`src/rtl/pixel_stream_writer.sv`:
```
// pixel_stream_writer
//   Takes the RGBA pixel stream coming from the scene stage. Each pixel is tagged with its
//   raster position: sof marks pixel (0,0) and eol marks the last pixel of a line. The tagged
//   pixel goes into a small show-ahead FIFO, which is presented as a valid/ready stream to the
//   display/framebuffer sink.
//   The raster counters are exported so the camera can generate the ray for the next pixel.
//   Backpressure reaches the scene through pixel_ready.
//
// Ports
//   pixel_clk    in   sole clock, rising edge
//   reset        in   asynchronous, active-high; discards all buffered pixels
//   pixel_data   in   [31:0] RGBA from scene, {R,G,B,A} MSB first
//   pixel_valid  in   pixel_data valid this cycle
//   pixel_ready  out  block accepts a pixel this cycle (FIFO not full)
//   pixel_x      out  [$clog2(WIDTH)-1:0]  x of the next pixel to be accepted
//   pixel_y      out  [$clog2(HEIGHT)-1:0] y of the next pixel to be accepted
//   m_data       out  [31:0] buffered pixel, RGBA unchanged (0 when m_valid=0)
//   m_sof        out  m_data is pixel (0,0)
//   m_eol        out  m_data is the last pixel of its line
//   m_valid      out  m_data/m_sof/m_eol valid
//   m_ready      in   sink accepts this cycle
//   frame_done   out  one-cycle pulse, the cycle after the last pixel of a frame is accepted
//   frame_count  out  [15:0] completed frames, wraps 0xFFFF -> 0
//
// Handshake (both sides): a transfer happens on a rising edge where valid && ready are both 1.
//   valid never depends on ready. Data is held stable while valid && !ready.
//   Input side: pixel_ready = !full. A pop in the same cycle does not free room for a push.
//   Output side: m_valid = !empty. The head entry holds still until it is popped.
module pixel_stream_writer #(
  parameter int WIDTH      = 640,
  parameter int HEIGHT     = 480,
  parameter int FIFO_DEPTH = 4
) (
  input  logic                      pixel_clk,
  input  logic                      reset,
  input  logic [31:0]               pixel_data,
  input  logic                      pixel_valid,
  output logic                      pixel_ready,
  output logic [$clog2(WIDTH)-1:0]  pixel_x,
  output logic [$clog2(HEIGHT)-1:0] pixel_y,
  output logic [31:0]               m_data,
  output logic                      m_sof,
  output logic                      m_eol,
  output logic                      m_valid,
  input  logic                      m_ready,
  output logic                      frame_done,
  output logic [15:0]               frame_count
);

  localparam int XW = $clog2(WIDTH);
  localparam int YW = $clog2(HEIGHT);
  localparam int AW = $clog2(FIFO_DEPTH);

  // Entry layout: {sof, eol, rgba}
  logic [33:0] mem [FIFO_DEPTH];
  logic [AW:0] wr_ptr;
  logic [AW:0] rd_ptr;
  logic        full;
  logic        empty;
  logic        push;
  logic        pop;
  logic        x_last;
  logic        y_last;
  logic        sof_tag;
  logic        eol_tag;
  logic [33:0] head;

  // The extra pointer MSB separates "full" (MSBs differ) from "empty" (MSBs equal)
  // when the index bits match.
  assign empty = (wr_ptr == rd_ptr);
  assign full  = (wr_ptr[AW] != rd_ptr[AW]) && (wr_ptr[AW-1:0] == rd_ptr[AW-1:0]);

  assign pixel_ready = !full;
  assign push        = pixel_valid && !full;
  assign m_valid     = !empty;
  assign pop         = m_valid && m_ready;

  assign x_last  = (pixel_x == XW'(WIDTH - 1));
  assign y_last  = (pixel_y == YW'(HEIGHT - 1));
  assign sof_tag = (pixel_x == '0) && (pixel_y == '0);
  assign eol_tag = x_last;

  // Storage is deliberately left unreset. Reset empties the FIFO by clearing the pointers,
  // so stale contents are never presented.
  always_ff @(posedge pixel_clk) begin
    if (push) begin
      mem[wr_ptr[AW-1:0]] <= {sof_tag, eol_tag, pixel_data};
    end
  end

  always_ff @(posedge pixel_clk or posedge reset) begin
    if (reset) begin
      wr_ptr <= '0;
      rd_ptr <= '0;
    end else begin
      if (push) begin
        wr_ptr <= wr_ptr + 1'b1;
      end
      if (pop) begin
        rd_ptr <= rd_ptr + 1'b1;
      end
    end
  end

  // The raster counters describe the next pixel to be accepted, so they move only on a push.
  always_ff @(posedge pixel_clk or posedge reset) begin
    if (reset) begin
      pixel_x <= '0;
      pixel_y <= '0;
    end else if (push) begin
      if (x_last) begin
        pixel_x <= '0;
        pixel_y <= y_last ? '0 : pixel_y + 1'b1;
      end else begin
        pixel_x <= pixel_x + 1'b1;
      end
    end
  end

  always_ff @(posedge pixel_clk or posedge reset) begin
    if (reset) begin
      frame_done  <= 1'b0;
      frame_count <= '0;
    end else begin
      frame_done <= push && x_last && y_last;
      if (push && x_last && y_last) begin
        frame_count <= frame_count + 16'd1;
      end
    end
  end

  // Show-ahead read: the head entry drives the outputs directly.
  // Outputs are zeroed while nothing is buffered.
  assign head   = mem[rd_ptr[AW-1:0]];
  assign m_data = m_valid ? head[31:0] : 32'd0;
  assign m_sof  = m_valid ? head[33]   : 1'b0;
  assign m_eol  = m_valid ? head[32]   : 1'b0;

endmodule
```
`config.mk`:
```
export PLATFORM = sky130hd
export DESIGN_NAME = pixel_stream_writer
export DESIGN_NICKNAME = d
export VERILOG_FILES = /design/src/rtl/pixel_stream_writer.sv
export SDC_FILE = /design/constraint.sdc
export NUM_CORES = 1
export LEC_CHECK = 0
export CAP_MARGIN = 20
export CORE_MARGIN = 8
export CORE_UTILIZATION = 35
export CTS_BUF_LIST = sky130_fd_sc_hd__clkbuf_4
export DETAILED_ROUTE_END_ITERATION = 6
export SLEW_MARGIN = 15
export SYNTH_ARGS = -nofsm -noshare
export SYNTH_HDL_FRONTEND = slang
export SYNTH_SLANG_ARGS = --single-unit
```
`constraint.sdc`:
```
create_clock -name pixel_clk -period 3.05 [get_ports pixel_clk]
set_clock_uncertainty 0.15 [all_clocks]
set_input_delay 0.915 -clock pixel_clk [delete_from_list [all_inputs] [get_ports pixel_clk]]
set_output_delay 0.915 -clock pixel_clk [all_outputs]
set_load 0.1 [all_outputs]
```
# Yosys cells after proc, flatten, opt, wreduce, memory -nomap -nowiden
# Memories as Yosys holds them, arrays and structs flattened.
# Index checks and enable logic that the tools add are counted.
[op_classes] magnitude_cmp=0 div_mod_pow=0 mux=7 n_reduce_logical=11 bitwise=0 add_sub_neg=5 multipliers=0 n_eq_ne=5 n_shift=0
[op_table] op="2-to-1 mux 32 bit" count=1
[op_table] op="adder 16 x 1 -> 16 bit, second input constant" count=1
[op_table] op="adder 10 x 1 -> 10 bit, second input constant" count=1
[op_table] op="equality test 10 bit, second input constant" count=1
[op_table] op="logical NOT 10 bit" count=1
[op_table] op="2-to-1 mux 10 bit" count=1
[op_table] op="adder 9 x 1 -> 9 bit, second input constant" count=1
[op_table] op="equality test 9 bit, second input constant" count=1
[op_table] op="logical NOT 9 bit" count=1
[op_table] op="2-to-1 mux 9 bit" count=1
[op_table] op="adder 3 x 1 -> 3 bit, second input constant" count=2
[op_table] op="logical AND 1 bit" count=6
[op_table] op="2-to-1 mux 1 bit" count=4
[op_table] op="equality test 3 bit" count=1
[op_table] op="equality test 2 bit" count=1
[op_table] op="logical NOT 1 bit" count=2
[op_table] op="AND reduction 2 bit" count=1
[op_table] op="!= test 1 bit" count=1
[word_totals] register_bits=42 ramBits=136 memories=1 rom_bits=0 latch_bits=0 output_inout_bits=72 elab_cells=35
[memory_table] memory="mem" depth=4 width=34 rd=1 rd_ports_with_merged_regs=0 wr=1 line="55" rtl="logic [33:0] mem [FIFO_DEPTH];"

# Depth between registers and ports, before layout
# Gate-level depths: netlist of run 1.
[logic_depth] ltp_word=6 depth_mapped=8 depth_no_buf=7

# Worst setup path before layout of run 1
# Ideal clock, no wire load.
[synth_path] path_type="register -> output" start="reg rd_ptr[0]" end="out m_data[22]" stages_incl_launch_ff=8 arrival_time_ns=3.063 t_required_ns=1.985 setup_slack_ns=-1.078 cell_sequence="dfrtp_1 -> buf_4 -> xnor2_1 -> and2_1 -> nand2b_1 -> clkbuf_1 -> clkbuf_1 -> and2_1"
[synth_via] elab_chain_cells=2
[synth_lines] item="start, declared" line="57" rtl="logic [AW:0] rd_ptr;"
[synth_lines] item="start signal, assigned" line="100" rtl="rd_ptr <= rd_ptr + 1'b1;"
[synth_lines] item="memory (4 x 34 bit) or equality test 3 bit (tied branches)"
[synth_lines] item="2-to-1 mux 32 bit (*)" line="135" rtl="assign m_data = m_valid ? head[31:0] : 32'd0;"
[synth_lines] item="end, declared" line="41" rtl="output logic [31:0] m_data,"
# Every way passes the cells marked *; elsewhere a longest branch is shown, timed or not.

# Final worst setup path of run 1
[layout_path] start="reg rd_ptr[0]" end="out m_data[1]"
# Same word-level chain as after synthesis.

==> results of run 1 <==
[stage by stage]
step / instances / setup slack, ns / hold WS, ns / util [%]
floorplan: 421 / -0.0295 / 0.310 / -
global placement: 804 / 0.238 / 0.324 / 44.2
detailed placement: 804 / 0.227 / 0.337 / 44.2
CTS: 836 / -0.266 / 0.359 / 45.8
global route: 849 / -0.354 / 0.390 / 47.1
finish: 849 / -0.259 / 0.362 / 47.1
[per-layer routing]
metal  global-route usage [%]  wire length, um
met5                        0                0
met2                     19.9             8020
met4                     3.06              106
met3                     4.56             1130
met1                     14.7             6990
[state kept, by name (all words and copies together) (netlist names)]
signal,count
frame_count,16
frame_done,1
mem,136
pixel_x,10
pixel_y,9
rd_ptr,3
wr_ptr,3
[cells by family after synthesis]
group,Yosys count,share of synthesized area (%)
buf+inv,28,1.80
compound gates,20,1.87
flops,178,70.4
fa+ha+maj,10,1.71
mux,38,11.1
simple gates,117,9.42
xor+xnor,30,3.70
[how the worst min path moves through the flow]
stage	to	slack, ns	cells past startpoint	startpoint
final	wr_ptr[2]	0.36	1	wr_ptr[2]
after global placement	wr_ptr[2]	0.32	1	wr_ptr[2]
after floorplan	wr_ptr[2]	0.31	1	wr_ptr[2]
after detailed placement	wr_ptr[2]	0.34	1	wr_ptr[2]
after CTS	rd_ptr[2]	0.36	1	rd_ptr[2]
after global routing	frame_count[4]	0.39	1	frame_count[4]
[what timing repair did]
action	CTS	global route
gates resized for setup	16	24
buffers inserted	0	5
setup endpoints to repair	36	36
cloned	0	8
hold buffers	0	0
pin swaps	0	28
[layout by cell type, fill, tap and decap left out, drive strengths merged, types with 12 or more instances in the layout]
cell type	instances
edfxtp	136
buf	97
and2	43
dfrtp	42
clkdlybuf4s50	35
mux4	34
xnor2	24
clkbuf	22
inv	20
nand2	19
nand3	15
nand4	12
o21ai	12
[final cells by class]
class | count | share of cell area [%]
clock inverter | 15 | 1.65
tap | 275 | 3.52
clock buffer | 17 | 1.31
inverter | 12 | 0.589
multi-input combinational | 215 | 22.2
sequential | 178 | 52.6
timing repair buffer | 137 | 18.2
[critical path: stages (launching register included)]
cell and delay (ns):
sky130_fd_sc_hd__dfrtp_4 0.61, sky130_fd_sc_hd__clkbuf_16 0.22, sky130_fd_sc_hd__mux4_2 0.53, sky130_fd_sc_hd__and2_4 0.17, sky130_fd_sc_hd__buf_12 0.16
==> results.md, run 1 <==
- The die covers 25700 um2.
- The mapped netlist covers 7300 um2.
- Fill cells in the final layout number 1780.
- The post-synthesis net count is 467.
- In this run the tool buffered the top-level ports with 107 buffer cells.
- The category of the worst setup path capture point is an output port.
- After synthesis, the mean cell area works out to 17.3 um2.
- Data on the critical path is required at its endpoint by 1.98 ns.
- The flow ran to the end, but the final reports show violations.
- Yosys mapped the design onto 39 distinct sky130hd cell types.
- For the worst-skew pair, the clock arrives at the later sink with an insertion delay of 0.55 ns.
- At the end of routability-driven placement, the weighted congestion stood at 0.789.
- The first global-routing pass estimated 24100 um of wire.
- The synthesis-to-finish area growth is 34.0%.
- The multi-input combinational cells in the finished layout cover a total of 2170 um2.
- After layout, the worst setup slack is -0.259 ns.
- The clock buffer count from CTS is 17.
- In this run the worst path has a maximum fanout of 7.
- After detailed placement, the total cell area comes to 9180 um2.
- Setup repair after global routing could not meet its margin everywhere.
- The worst register-to-register path has a depth of 7.
- After detailed routing, the average wire length per cell comes to 19.1 um.
- The final reports fail on negative setup slack.
- The worst setup path category is flop to output port.
- For this run, asynchronously set or reset flops after synthesis account for 23.6%.
- STA classifies the critical path startpoint as a flop.
- The count of boundary I/O pins is 108.
- The worst hold path belongs to the class flop to flop.
- The most instantiated flip-flop cell in the synthesis netlist is sky130_fd_sc_hd__edfxtp_1.
- The total overflow left after global routing is 0.
- In this run the standard cell core region covers 20800 um2.
- The number of search-and-repair iterations in the first detailed-routing pass is 4.
- Tracing the worst setup path back leads to its startpoint at rd_ptr[0].
- The number of enable-type register cells in the synthesized netlist is 136.
- The placement row count is 53.
- Timing would allow up to 302 MHz.
- The number of buffers on the longest clock path is 2.
- STA puts the critical path data arrival time at 2.24 ns.
- The sequential cells in the finished layout cover a total of 5140 um2.
- The final design area excluding fillers is 9780 um2.
- In the synthesized netlist, the number of instances is 421.
- The total wire length is 16300 um.
- The starting density of the core is 35.1%.
- The detailed placer's ending HPWL is 10200 um.
- The warning count from the yosys run is 0.
- Counting I/O delays and the setup requirement, the final critical path takes 3.31 ns.
- The fraction of the yosys area taken by sequential cells is 70.4%.
- After synthesis, the most frequently instantiated cells are 136 x sky130_fd_sc_hd__edfxtp_1, 43 x sky130_fd_sc_hd__and2_1, 42 x sky130_fd_sc_hd__dfrtp_1.
- Entering global routing, the biggest net connects 43 pins.
- The number of max-slew violations in the final report is 0.
- The die extent in x is 160 um.
- The number of clock sinks is 178.
- The worst register-to-register path ends at frame_count[7].
- Yosys attributes the largest share of cell area to sky130_fd_sc_hd__edfxtp_1 56%, sky130_fd_sc_hd__dfrtp_1 14%, sky130_fd_sc_hd__mux4_2 10%.
- The cell type with the highest aggregate area in the netlist is sky130_fd_sc_hd__edfxtp_1.
- The violation count after the first detailed-route iteration is 303.
- After detailed routing, the number of remaining DRC violations is 0.
- The final layout contains 607 nets.
- In this run the clock root is driven by a sky130_fd_sc_hd__clkbuf_4.
- The total of endpoints with negative setup slack in the final report is 35.
- After detailed routing, the number of vias per cell comes to 4.83.
- The CTS tree is done.
- The final-report hold violation count was 0.
- The reg-to-reg setup timing slack is 0.62 ns.
- The register bit total from synthesis is 178.
- The area share of the leading cell type in the synthesized netlist is 56.0%.
- The number of global-route vias before repair is 4414.
- The total routing resource utilization after global routing is 12.1%.
- Max-cap violations in this run came to 0.
- For the pin with the worst max-slew slack, the measured transition is 0.654 ns.
- The via count is 4100.
- The most numerous cell in the Yosys netlist is sky130_fd_sc_hd__edfxtp_1.
- The fraction of layout instances using a drive strength above 1 is 39.2%.
- The floorplan step set the die height to 160 um.
- The capture point of the critical path is m_data[1].
- The antenna diode count is 0.
- After clock tree synthesis, the clock-pin slew on the worst setup and hold paths is 0.15 ns.
- The startpoint of the worst-slack reg-to-reg timing path is pixel_x[1].
- The final antenna-violating net count is 0.
- The total negative slack for setup checks is -7.08 ns.
- The final worst-path cycle share is 108%.
- The number of H-tree levels is 4.
- Headroom to the max-slew limit came out at 56.1%.
- The initial antenna violation count is 0.
Power of run 1 is left out: the tool's default activity adds up to more than one toggle a clock period on the data nets, which glitch-free logic cannot reach.
==> run 2: changes to the inputs <==
- GPL_TIMING_DRIVEN: not set -> 0
- clock period: 3.05 -> 3.1 ns (I/O delays scaled with it)
==> results.md, run 2 (synthesis results as in run 1) <==
- The tightest min-delay check is of the flop to flop type.
- The core utilization of the finished layout is 47.8% (+0.66 points).
- The total grt overflow is 0 (unchanged).
- The placeable core area was 20800 um2 (unchanged).
- The die outline area is 25700 um2 (unchanged).
- The category of the worst setup path capture point is an output port.
- The total routing resource utilization after global routing is 12.6% (+0.58 points).
- The number of clock sinks is 178 (unchanged).
- The via count is 4178 (+1.9%).
- The top achievable clock speed is 307 MHz.
- The minimum setup slack in the final design was -0.153 ns (+0.105 ns).
- The number of design rule violations left after detail routing is 0 (unchanged).
- The type of origin of the critical path is a flop.
- The worst slew margin relative to its limit is 34.6% (-22 points).
- The final worst-path cycle share is 105%.
- The number of filler cells placed in the layout is 1780 (unchanged).
- The detailed placer's ending HPWL was 10600 um (+3.6%).
- The total negative slack for setup checks was -4.17 ns (+2.90 ns).
- The antenna diode count is 0 (unchanged).
- The flow ran to the end, but the final reports show violations.
- The initial antenna violation count was 0 (unchanged).
- The number of buffers on the longest clock path is 2 (unchanged).
- The violation count after the first detailed-route iteration is 267 (-12%).
- TritonCTS built the clock tree.
- The number of max-slew violations in the final report is 0 (unchanged).
- The placement row count was 53 (unchanged).
- Leaving out fill and tap cells, the most frequent cells in the layout are 136 x sky130_fd_sc_hd__edfxtp_1, 44 x sky130_fd_sc_hd__buf_12, 41 x sky130_fd_sc_hd__dfrtp_1, 35 x sky130_fd_sc_hd__and2_4, 35 x sky130_fd_sc_hd__clkdlybuf4s50_1.
- The final routed wire length divided by cell count came to 18.9 um (-1.3%).
- The final weighted congestion in routability-driven placement is 0.806 (+2.2%).
- The number of flip-flops under the largest register name is 136 (unchanged).
- The number of search-and-repair iterations in the first detailed-routing pass came to 4 (unchanged).
- The flip-flop and latch area is 5140 um2 (about the same).
- The maximum number of pins on one net before global-route repair is 28 (-35%).
- Relative to the synthesized area, the layout overhead comes to 35.9%.
- The total of endpoints with negative setup slack in the final report is 35 (unchanged).
- The starting density of the core is 35.1% (unchanged).
- The count of boundary I/O pins is 108 (unchanged).
- The cell at the root of the clock tree is sky130_fd_sc_hd__clkbuf_4.
- The final-report hold violation count was 0 (unchanged).
- The area of combinational cells with multiple inputs came to 2200 um2 (+1.5%).
- Subtracting the final worst setup slack from the clock period gives 3.25 ns.
- The total wire length is 16100 um (-0.81%).
- The die extent in x is 160 um (unchanged).
- The clock buffer count from CTS is 17 (unchanged).
- The clock input transition at the sequential cells of the worst setup and hold paths was 0.14 ns (about the same).
- The number of violations of the max-capacitance limit was 0 (unchanged).
- Setup repair after global routing could not meet its margin everywhere.
- The clock insertion delay at the later pin of the skew report is 0.54 ns (about the same).
- The detailed-route vias per instance came to 4.90 (+1.4%).
- The wire length of the first global-routing pass came to 25000 um (+3.9%).
- The slew at the pin closest to its max-slew limit is 0.985 ns (+0.331 ns).
- The final antenna-violating net count came to 0 (unchanged).
- The largest fanout on the critical path is 7 (unchanged).
- The required time at the endpoint of the critical path is 2.02 ns (+0.04 ns).
- The number of H-tree levels is 4 (unchanged).
- The fraction of layout instances using a drive strength above 1 is 33.9% (-5.3 points).
- The most common cell after layout, fill and taps aside is sky130_fd_sc_hd__edfxtp_1.
- The final reports fail on negative setup slack.
- The data arrival at the endpoint of the critical path was 2.17 ns (-0.07 ns).
- The die height is 160 um (unchanged).
- The number of global-route vias before repair is 4525 (+2.5%).
- The worst setup path category is flop to output port.
- The final layout net count was 612 (+0.82%).
- The count of input and output buffers is 107 (unchanged).
==> run 2: cell types whose count changed in the layout (fill, tap and decap cells not counted), sizes merged <==
cell,before,now
nand2b,1,2
dlygate4sd2,0,23
bufinv,1,3
clkdlybuf4s15,0,7
buf,97,60
inv,20,16
clkinvlp,2,1
clkbuf,22,33
clkinv,4,6
==> run 2: worst paths after layout <==
path                                      from              to  slack [ns]  cells past startpoint
max in group asynchronous                reset      pixel_x[6]        1.72                      3
worst max register to register       rd_ptr[0]      mem[2][28]        0.37                      7
worst max-delay path                 rd_ptr[0]       m_data[3]       -0.15                      5
min in group asynchronous                reset  frame_count[5]        0.57                      2
worst min-delay path            frame_count[8]  frame_count[8]        0.37                      1
worst min register to register  frame_count[8]  frame_count[8]        0.37                      1
==> run 2: worst max-delay path: stages, from the launching register on <==
cell	delay, ns
sky130_fd_sc_hd__dfrtp_2	0.45
sky130_fd_sc_hd__buf_12	0.19
sky130_fd_sc_hd__clkbuf_16	0.17
sky130_fd_sc_hd__mux4_2	0.50
sky130_fd_sc_hd__and2_4	0.16
sky130_fd_sc_hd__buf_12	0.16
==> run 2: stage by stage <==
step	setup slack (ns)	cells	hold slack (ns)	instance area (um2)
after floorplan	0.00548	421	0.310	7350
after global placement	-1.26	803	0.324	8760
after detailed placement	-1.27	808	0.325	8870
after CTS	-0.243	843	0.365	9730
after global routing	-0.268	853	0.394	9910
final	-0.153	853	0.367	9910
==> run 2: layout make-up <==
class	count	share of cell area (%)
well taps	275	3.47
plain buffers	15	1.94
inverters	12	0.581
multi-input cells	216	22.2
flip-flops and latches	178	51.8
repair buffers	126	16.9
clock buffers	17	1.29
clock inverters	14	1.81
==> run 2: per-layer routing <==
metal  vias to the layer above  share of wire, %  wire [um]  GRT usage [%]
met2                       114                50       8080           21.4
met1                      2147                43       6860           14.9
met4                         0               1.5        249           4.12
li1                       1898                 -          -              -
met3                        19               5.8        937           4.33
met5                         -                 0          0              0
==> run 2: what timing repair did <==
item                                    CTS  global route
pin swaps                                17            12
setup buffers                             4             6
endpoints found under the hold margin     0             0
hold buffers                              0             0
gates resized for setup                 435            28
endpoints found under the setup margin   72            47
cloned                                    1             4
Power of run 2 is left out for the same reason.
